**config.mk**
```make
export PLATFORM = sky130hd
export DESIGN_NAME = matrix_c_result_buffer
export DESIGN_NICKNAME = d
export VERILOG_FILES = /design/src/rtl/matrix_c_result_buffer.sv
export SDC_FILE = /design/constraint.sdc
export NUM_CORES = 1
export LEC_CHECK = 0
export BUFFER_PORTS_ARGS = -buffer_cell sky130_fd_sc_hd__buf_2
export CAP_MARGIN = 15
export CORE_ASPECT_RATIO = 1.4
export CORE_MARGIN = 5
export CORE_UTILIZATION = 30
export CTS_CLUSTER_SIZE = 30
export DETAILED_ROUTE_END_ITERATION = 8
export PLACE_DENSITY = 0.46
export SKIP_LAST_GASP = 1
export SLEW_MARGIN = 20
export SYNTH_ARGS = -nofsm -noshare
export SYNTH_HDL_FRONTEND = slang
export SYNTH_SLANG_ARGS = --single-unit
```
**constraint.sdc**
```tcl
create_clock -name clk -period 9.1 [get_ports clk]
set_input_delay 0.455 -clock clk [delete_from_list [all_inputs] [get_ports clk]]
set_output_delay 0.455 -clock clk [all_outputs]
set_load 0.02 [all_outputs]
```
**src/rtl/matrix_c_result_buffer.sv**
```systemverilog
// Captures a DIM x DIM result matrix from the multiplier, then streams it row-major.
// Optional per-element invalid flag storage: define MATC_INVALID_TRACK_EN.
module matrix_c_result_buffer #(
  parameter int DATA_WIDTH = 8,
  parameter int DIM        = 10
) (
  input  logic                  clk,
  input  logic                  reset_n,
  input  logic                  start,
  input  logic                  en_WriteMat_C,
  input  logic [3:0]            rowAddr_C,
  input  logic [3:0]            colAddr_C,
  input  logic [DATA_WIDTH-1:0] writeData_C,
  input  logic                  resultIsInvalid,
  output logic                  out_valid,
  input  logic                  out_ready,
  output logic [DATA_WIDTH-1:0] out_data,
  output logic [3:0]            out_row,
  output logic [3:0]            out_col,
  output logic                  out_last,
  output logic                  out_invalid,
  output logic                  busy,
  output logic                  err_addr
);

  localparam int N  = DIM * DIM;
  localparam int IW = (N > 1) ? $clog2(N) : 1;
  localparam int CW = $clog2(N + 1);

  typedef enum logic [1:0] {
    IDLE,
    CAPTURE,
    DRAIN
  } state_t;

  state_t state;

  logic [DATA_WIDTH-1:0] mem [N];
  logic [N-1:0]          written;
  logic [CW-1:0]         fill;
  logic [3:0]            ptr_row;
  logic [3:0]            ptr_col;

  logic          in_range;
  logic          wr_hit;
  logic          wr_new;
  logic          at_last;
  logic [IW-1:0] wr_idx;
  logic [IW-1:0] rd_idx;

  assign in_range = (rowAddr_C < 4'(DIM)) &&
                    (colAddr_C < 4'(DIM));
  assign wr_idx = IW'(rowAddr_C) * IW'(DIM)
                + IW'(colAddr_C);
  assign rd_idx = IW'(ptr_row) * IW'(DIM)
                + IW'(ptr_col);
  assign wr_hit = (state == CAPTURE) &&
                  en_WriteMat_C && in_range;
  assign wr_new = wr_hit && !written[wr_idx];
  assign at_last = (ptr_row == 4'(DIM - 1)) &&
                   (ptr_col == 4'(DIM - 1));

  assign busy      = (state != IDLE);
  assign out_valid = (state == DRAIN);
  assign out_data  = out_valid ? mem[rd_idx] : '0;
  assign out_row   = out_valid ? ptr_row : 4'd0;
  assign out_col   = out_valid ? ptr_col : 4'd0;
  assign out_last  = out_valid && at_last;

  // Element storage carries no reset; the bitmap tracks what is valid.
  always_ff @(posedge clk) begin
    if (wr_hit) begin
      mem[wr_idx] <= writeData_C;
    end
  end

`ifdef MATC_INVALID_TRACK_EN
  logic inv_mem [N];

  always_ff @(posedge clk) begin
    if (wr_hit) begin
      inv_mem[wr_idx] <= resultIsInvalid;
    end
  end

  assign out_invalid = out_valid && inv_mem[rd_idx];
`else
  logic unused_inv;

  assign unused_inv  = resultIsInvalid;
  assign out_invalid = 1'b0;
`endif

  always_ff @(posedge clk or negedge reset_n) begin
    if (!reset_n) begin
      state    <= IDLE;
      written  <= '0;
      fill     <= '0;
      err_addr <= 1'b0;
      ptr_row  <= 4'd0;
      ptr_col  <= 4'd0;
    end else begin
      unique case (state)
        IDLE: begin
          if (start) begin
            state    <= CAPTURE;
            written  <= '0;
            fill     <= '0;
            err_addr <= 1'b0;
            ptr_row  <= 4'd0;
            ptr_col  <= 4'd0;
          end
        end
        CAPTURE: begin
          if (en_WriteMat_C && !in_range) begin
            err_addr <= 1'b1;
          end
          if (wr_new) begin
            written[wr_idx] <= 1'b1;
            fill            <= fill + CW'(1);
            // The write completing the matrix moves straight to DRAIN.
            if (fill == CW'(N - 1)) begin
              state <= DRAIN;
            end
          end
        end
        DRAIN: begin
          if (out_ready) begin
            if (at_last) begin
              state   <= IDLE;
              ptr_row <= 4'd0;
              ptr_col <= 4'd0;
            end else if (ptr_col == 4'(DIM - 1)) begin
              ptr_col <= 4'd0;
              ptr_row <= ptr_row + 4'd1;
            end else begin
              ptr_col <= ptr_col + 4'd1;
            end
          end
        end
        default: state <= IDLE;
      endcase
    end
  end

endmodule

```
Word-level counts from Yosys, hierarchy flattened

Memory sizes are Yosys's and may differ from the RTL's.
Cells that the tools add are included.
W data, S select, Z words.

Add/sub/neg operators: 5
Multipliers: 2
Magnitude comparators: 4
Equality and inequality tests: 12
Muxes and demuxes: 33
Bitwise gates (word level): 1
Reductions and logical operators: 19

Operator list:

| kind                  | number |
|---|---|
| $mux W100             | 2 |
| $pmux W100 S2         | 1 |
| $or A100 B100 Y100    | 1 |
| $mux W4               | 9 |
| $pmux W4 S2           | 2 |
| $add A7 B4 Y7         | 2 |
| $mux W7               | 2 |
| $pmux W7 S2           | 1 |
| $mul A4 B3 Y6 const B | 2 |
| $mux W2               | 5 |
| $reduce_and A3 Y1     | 3 |
| $add A4 B1 Y4 const B | 2 |
| $eq A4 B4 Y1 const B  | 2 |
| $logic_and A1 B1 Y1   | 8 |
| $lt A4 B4 Y1 const B  | 2 |
| $lt A7 B8 Y1 const B  | 1 |
| $mux W8               | 1 |
| $ne A2 B1 Y1 const B  | 4 |
| $add A7 B1 Y7 const B | 1 |
| $bmux W1 S7           | 1 |
| $demux W1 S7          | 1 |
| $eq A7 B7 Y1 const B  | 1 |
| $ge A7 B1 Y1 const B  | 1 |
| $mux W1               | 6 |
| 11 further kinds      | 15 |

Flip-flop bits (word level): 118
Bits in writable memories: 800
Bits of input ports: 22
Output and inout port bits: 21
Logic and storage cells: 83
Memories: 1

Memory list:

| memory | depth | width | rd ports | clocked after Yosys merged registers in | write ports | RTL line | text |
|---|---|---|---|---|---|---|---|
| mem    | 100   | 8     | 1        | 0                                       | 1           | 38       | `logic [DATA_WIDTH-1:0] mem [N];` |

Logic depth before layout (Yosys ltp)

Gate-level depths: netlist (run 1).

Depth after elaboration: 9
Gate-level depth with buffers: 15
Gate-level depth less buffers: 12

Least setup slack after synthesis (run 1)

OpenSTA, ideal clock, no wires.

Path type: reg2out
Start point: register ptr_row[0]
End point: output out_data[6]
Arrival: 3.303 ns
Data required time: 8.645 ns
Slack: 5.342 ns
Cell stages (with the launch flop): 12
Buffers on the path: 3
Path through: dfrtp_1 -> ha_1 -> ha_1 -> a21oi_1 -> xor2_1 -> clkbuf_1 -> clkbuf_1 -> buf_2 -> nand2_1 -> a31oi_1 -> o311ai_0 -> o311ai_0

Longest elaborated chain between the ends: 4

RTL lines:

| item                   | RTL line | text |
|---|---|---|
| from (decl)            | 41       | `logic [3:0] ptr_row;` |
| from (signal assigned) | 135      | `ptr_row <= ptr_row + 4'd1;` |
| $mul A4 B3 Y6          | 55       | `assign rd_idx = IW'(ptr_row) * IW'(DIM)` |
| $add A7 B4 Y7          | 56       | `+ IW'(ptr_col);` |
| $mem_v2 Z100 W8        | n/a      |  |
| $mux W8                | 65       | `assign out_data = out_valid ? mem[rd_idx] : '0;` |
| to (decl)              | 17       | `output logic [DATA_WIDTH-1:0] out_data,` |

No other way between the ends.

Worst setup path in the final report (run 1)

Ends and elaborated chain as after synthesis.

==> results.md, run 1 <==
- Outcome: finished clean
- Worst-path clk slew: 0.06 ns
- Period utilization: 61.3%
- Most frequent cells in the layout: edfxtp_1, mux4_2, nand2_1
- PwrDens: 209 mW/mm^2
- RSZ-0062 raised after global routing: false
- Routed WL per cell: 25.8 um
- Buffers plus inverters on the worst setup path: 2
- Asr flop ratio synth: 12.9%
- CP max stage delay: 0.65 ns
- Critical Path Fanout Max: 87
- First-pass GRT wire length: 147000 um
- Initial DRC count: 1711
- Detailed-route via count: 19530
- Met3 Use GR: 2.16%
- FILL cells: 11891
- CTS Sinks: 918
- Layout cells sized above 1: 20.8%
- Routed Antenna Nets: 0
- Total congestion overflow: 0
- Top delay family on crit path: compound AO/OA/AOI/OAI gates
- Setup CP Type: flop to output port
- Via/cell ratio: 5.06
- Post-synthesis sequential area ratio: 71.8%
- Crit end category: output port
- Placed Area: 0.0396 mm^2
- Worst VDD drop: 0.000120 V
- Syn nets: 2174
- EDFF count, synth: 800
- GR Util met2: 26.8%
- Initial Util: 30.2%
- LEAKAGE: 13.6 nW
- Critical-path cell list: ha_1, ha_1, a21oi_1, xor2_4, buf_12, mux4_2, o311ai_0, o311ai_0, buf_2
- Vias in the first global route: 21196
- Cell variety after synth: 69
- Slowest cell on the critical path: mux4_2
- Area occupied by registers: 0.0270 mm^2
- Initial antenna violation count: 1
- GPL Wtd Cong: 0.774
- Chip Height: 429 um
- Final Hold Fails: 0
- Chip width: 309 um
- Ys Warns: 0
- Met1 Use GR: 18.6%
- Final setup vio count: 0
- Nets: 2207
- DRC Markers: 0
- Routed WL: 99400 um
- # resized after CTS: 0
- Fmax achieved: 179 MHz
- HP Class: input pin to flop
- First drt pass iteration count: 5
- Min Hold Slack: 0.0551 ns
- GR peak layer: met2
- Core area: 0.124 mm^2
- Least-Margin Pin Slew: 1.12 ns
- Syn Inst Count: 2130
- Io pins: 43
- Worst setup SP type: flop
- CTS tree: built
- DP HPWL: 60600 um
- Main synth FF type: edfxtp_1
- Number of inserted diodes: 0
- Die area: 0.132 mm^2
- Commonest non-fill, non-tap cell in the layout: edfxtp_1
- CP Data Required Time: 8.65 ns
- Setup Skew: 0.0297 ns
- Syn-to-layout area delta: 13.2%
- Syn avg cell area: 17.6 um^2
- Post-route setup TNS: 0 ns
- GRT Total Usage: 14.9%
- Post-route design area: 0.0425 mm^2
- Largest net degree at the start of global routing: 101
- Pins Over Slew Limit: 0
- # rows: 153
- IO buf count: 40
- CTS root buf: clkbuf_16
- H-tree Lvls: 3
- Maxcap violations: 0
- Synth Register Bits: 918
- Clk_lat worst skew: 0.66 ns
- Num CTS Buffers: 88
- CP arrival: 5.13 ns
- Clk buf depth: 3
- Area of the multi-input gates: 0.00998 mm^2
- Slew HR: 25.0%
- Mapped cell area: 0.0376 mm^2
- Min Tclk post-route: 5.58 ns
==> per-stage QoR <==
stage / cells / utilization (%) / setup slack (ns) / total power, mW
after CTS: 3855 / 34.1 / 3.41 / 9.00
after floorplan: 2130 / - / 5.34 / 5.09
after detailed placement: 3697 / 31.8 / 3.62 / 5.30
after global placement: 3696 / 31.8 / 3.63 / 5.27
after global routing: 3857 / 34.2 / 3.36 / 9.21
final: 3857 / 34.2 / 3.52 / 8.90
==> layer usage <==
| layer | vias to the layer above | share of wire, % |
|---|---|---|
| li1 | 8530 | - |
| met1 | 10509 | 40 |
| met2 | 369 | 53 |
| met3 | 122 | 3.2 |
| met4 | 0 | 2.9 |
| met5 | - | 0 |
==> final timing paths <==
path	slack [ns]	to	depth (start not counted)	from
min in group asynchronous	0.39	written[74]	2	reset_n
min reg2reg	0.49	written[7]	1	written[7]
max in group asynchronous	7.26	ptr_col[0]	3	reset_n
min	0.06	err_addr	3	en_WriteMat_C
max reg2reg	5.32	written[49]	8	written[91]
max	3.52	out_data[6]	9	ptr_row[0]
==> Yosys cell counts, drive strengths merged, types with 8 or more instances <==
| cell type | count | area share [%] |
|---|---|---|
| a22o | 40 | 0.93 |
| nor2 | 142 | 1.4 |
| nor3 | 65 | 0.93 |
| o21ai | 25 | 0.33 |
| a21oi | 30 | 0.40 |
| dfrtp | 118 | 7.9 |
| mux4 | 213 | 13 |
| edfxtp | 800 | 64 |
| or3 | 8 | 0.13 |
| mux2i | 23 | 0.61 |
| a221oi | 12 | 0.30 |
| nand4 | 11 | 0.18 |
| buf | 49 | 0.76 |
| clkbuf | 91 | 0.91 |
| ha | 18 | 0.60 |
| and2 | 17 | 0.28 |
| nand2 | 167 | 1.7 |
| inv | 12 | 0.12 |
| xnor2 | 9 | 0.21 |
| nand3 | 73 | 0.97 |
| a21o | 12 | 0.24 |
| o21a | 61 | 1.2 |
| mux2 | 15 | 0.46 |
==> power breakdown <==
group	leakage, nW	internal (mW)	switching [mW]
clock	1.40	2.09	1.61
combinational	3.37	0.158	0.307
sequential	8.79	4.68	0.0621
total	13.6	6.93	1.98
==> worst reg2reg max path, delay by kind of cell, from the launching register on <==
family	cells	cell delay (ns)
DFF	1	0.39
muxes	1	0.27
and+or+nand+nor	3	2.04
AOI/OAI and AO/OA	4	1.03
==> sequential cells by signal, indices dropped and copies added (netlist names) <==
name / flops
state: 2
mem: 800
ptr_col: 4
err_addr: 1
written: 100
fill: 7
ptr_row: 4
==> kinds of logic (layout without fill, tap and decap cells) <==
kind of cell | count (synthesis) | count (layout) | synth area share [%]
adders and majority gates | 22 | 22 | 0.813
muxes | 251 | 251 | 13.8
buffers and inverters | 152 | 252 | 1.79
other | 1 | 1 | 0.00998
AOI/OAI and AO/OA | 248 | 248 | 4.90
and+or+nand+nor | 524 | 524 | 6.51
xor gates and xnor gates | 14 | 14 | 0.326
DFF | 918 | 918 | 71.8
==> repair_timing <==
item                      4_1_cts  5_1_grt
hold buffers                    1        0
hold endpoints to repair       52        0
buffers inserted                0        0
==> cell type report <==
type                            count  area share, %
Inverter                           12          0.106
Sequential cell                   918           63.5
Multi-Input combinational cell   1060           23.5
Clock inverter                     52           1.24
Clock buffer                      105           5.50
Timing Repair Buffer               83           1.43
Tap cell                         1627           4.79
(Power assumes the default switching activity.)
==> run 2, diff against run 1 <==
- clock period: 9.1 -> 5.3 ns (I/O delays scaled with it)
==> run 2 against run 1 <==
Effect of this change:
- register-to-register slack worse by 3.5 ns
- final area up 2.5%
- cell count up 3.6%
- critical endpoint is now out_data[7]
- global-route usage up 0.28 points
==> results.md, run 2 (synthesis gave the netlist of run 1 again) <==
- Post-CTS Setup Bufs: 0 (unchanged)
- Largest net degree at the start of global routing: 101 (unchanged)
- Critical-path cell list: ha_1, ha_1, fa_1, o2111ai_1, xnor2_1, nand3_1, or3_1, o22ai_1, a21oi_1, nand4_1, buf_2
- Worst-path clk slew: 0.06 ns (about the same)
- Slew HR: 28.0% (+3.0 points)
- Worst VDD drop: 0.000240 V (+100%)
- Chip width: 309 um (unchanged)
- Placed Area: 0.0406 mm^2 (+2.5%)
- Die area: 0.132 mm^2 (unchanged)
- Largest reg by FF count: mem
- Critical Path Fanout Max: 7 (-92%)
- Post-route design area: 0.0436 mm^2 (+2.5%)
- Detailed-route via count: 20087 (+2.9%)
- Vias in the first global route: 21441 (+1.2%)
- Clk buf depth: 3 (unchanged)
- H-tree Lvls: 3 (unchanged)
- Num CTS Buffers: 91 (+3.4%)
- Commonest non-fill, non-tap cell in the layout: edfxtp_1
- Max reg flops: 800 (unchanged)
- FILL cells: 11782 (-0.92%)
- Final Hold Fails: 0 (unchanged)
- Syn-to-layout area delta: 16.0%
- CP max stage delay: 0.67 ns (+0.02 ns)
- Top delay family on crit path: adder cells
- Io pins: 43 (unchanged)
- Crit end category: output port
- Worst setup SP type: flop
- GRT Total Usage: 15.2% (+0.28 points)
- Clk_lat worst skew: 0.69 ns (+0.03 ns)
- Most used cell, CP: ha_1
- Setup Skew: 0.0283 ns (-0.00141 ns)
- Buffers plus inverters on the worst setup path: 1 (-1)
- Outcome: finished clean
- CP Data Required Time: 5.04 ns (-3.61 ns)
- Final setup vio count: 0 (unchanged)
- Pre-CTS WS: 0.739 ns (-2.88 ns)
- Layout cells sized above 1: 24.7% (+3.9 points)
- First drt pass iteration count: 5 (unchanged)
- Met3 Use GR: 2.04% (-0.12 points)
- Total congestion overflow: 0 (unchanged)
- Routed WL per cell: 25.4 um (-1.4%)
- Initial antenna violation count: 2 (+1)
- GR Util met2: 28.0% (+1.2 points)
- CTS root buf: clkbuf_16
- Core area: 0.124 mm^2 (unchanged)
- Least-Margin Pin Slew: 1.07 ns (-0.0447 ns)
- CTS tree: built
- HP Class: input pin to flop
- Pins Over Slew Limit: 0 (unchanged)
- CTS Sinks: 918 (unchanged)
- Maxcap violations: 0 (unchanged)
- GR peak layer: met2
- Initial Util: 30.2% (unchanged)
- CP arrival: 4.81 ns (-0.32 ns)
- Top Registers: mem (800), written (100), fill (7)
- Setup CP Type: flop to output port
- GPL Wtd Cong: 0.789 (+1.9%)
- Met1 Use GR: 18.7% (+0.13 points)
- PwrDens: 351 mW/mm^2 (+68%)
- Initial DRC count: 1406 (-18%)
- Min Tclk post-route: 5.07 ns
- First-pass GRT wire length: 149000 um (+1.3%)
- Slowest cell on the critical path: fa_1
- # rows: 153 (unchanged)
- DP HPWL: 65700 um (+8.4%)
- Most frequent cells in the layout: edfxtp_1, mux4_2, nand2_1
- Fmax achieved: 197 MHz
- IO buf count: 40 (unchanged)
- Nets: 2335 (+5.8%)
- RSZ-0062 raised after global routing: true
- Setup slack after layout: 0.228 ns (-3.29 ns)
- Chip Height: 429 um (unchanged)
- LEAKAGE: 14.2 nW (+4.9%)
- Routed Antenna Nets: 0 (unchanged)
- Via/cell ratio: 5.03 (-0.68%)
- Post-route setup TNS: 0 ns (unchanged)
- Routed WL: 101000 um (+2.1%)
- Period utilization: 95.7%
- DRC Markers: 0 (unchanged)
## run 2: worst paths after layout
path,startpoint,end,slack [ns],cells after the start
setup / recovery,ptr_row[1],out_data[7],0.23,11
hold / removal,writeData_C[5],mem[20][5],0.05,1
setup reg to reg,state[0],written[67],1.83,8
hold reg to reg,written[85],written[85],0.49,1
max in group asynchronous,reset_n,fill[6],4.06,3
min in group asynchronous,reset_n,written[29],0.24,2
## run 2: layer usage
layer	up-vias	part of all wire, %
met3	112	3.3
met5	-	0
met2	368	54
met4	0	2.3
li1	8800	-
met1	10807	40
## run 2: worst register-to-register path: stages, from the launching register on
cell and delay (ns):
dfrtp_1 0.43, nor2b_1 0.42, nand2_1 0.11, nor2_1 0.27
buf_4 0.25, o41ai_1 0.09, or4b_4 0.71, nor4_4 0.86
a22o_1 0.26
## run 2: layout make-up
class / count / area, um^2 / share of cell area (%)
antenna: 3 / 7.51 / 0.0172
clock buffer: 112 / 2420 / 5.55
clock inverter: 54 / 474 / 1.09
inverter: 12 / 45.0 / 0.103
multi-input combinational: 1060 / 9980 / 22.9
sequential: 918 / 27000 / 61.9
tap: 1627 / 2040 / 4.67
timing repair buffer: 208 / 1650 / 3.78
## run 2: through the flow
step	power [mW]	hold WS, ns	cells	utilization, %
global placement	9.09	0.417	3817	32.6
finish	15.3	0.0525	3994	35.0
CTS	15.5	0.00426	3991	35.0
detailed placement	9.12	0.432	3817	32.6
global route	15.9	0.0294	3992	35.0
floorplan	8.74	-0.0306	2130	-
## run 2: repair_timing
item                       in CTS  in global routing
hold buffers                    8                  0
resized for setup               0                  1
hold endpoints to repair      170                  0
setup endpoints to repair       0                  1
## run 2: power by group
group	internal, mW	total, mW	switching [mW]
Clock	3.56	6.34	2.78
Combinational	0.292	0.828	0.536
Sequential	8.03	8.14	0.107
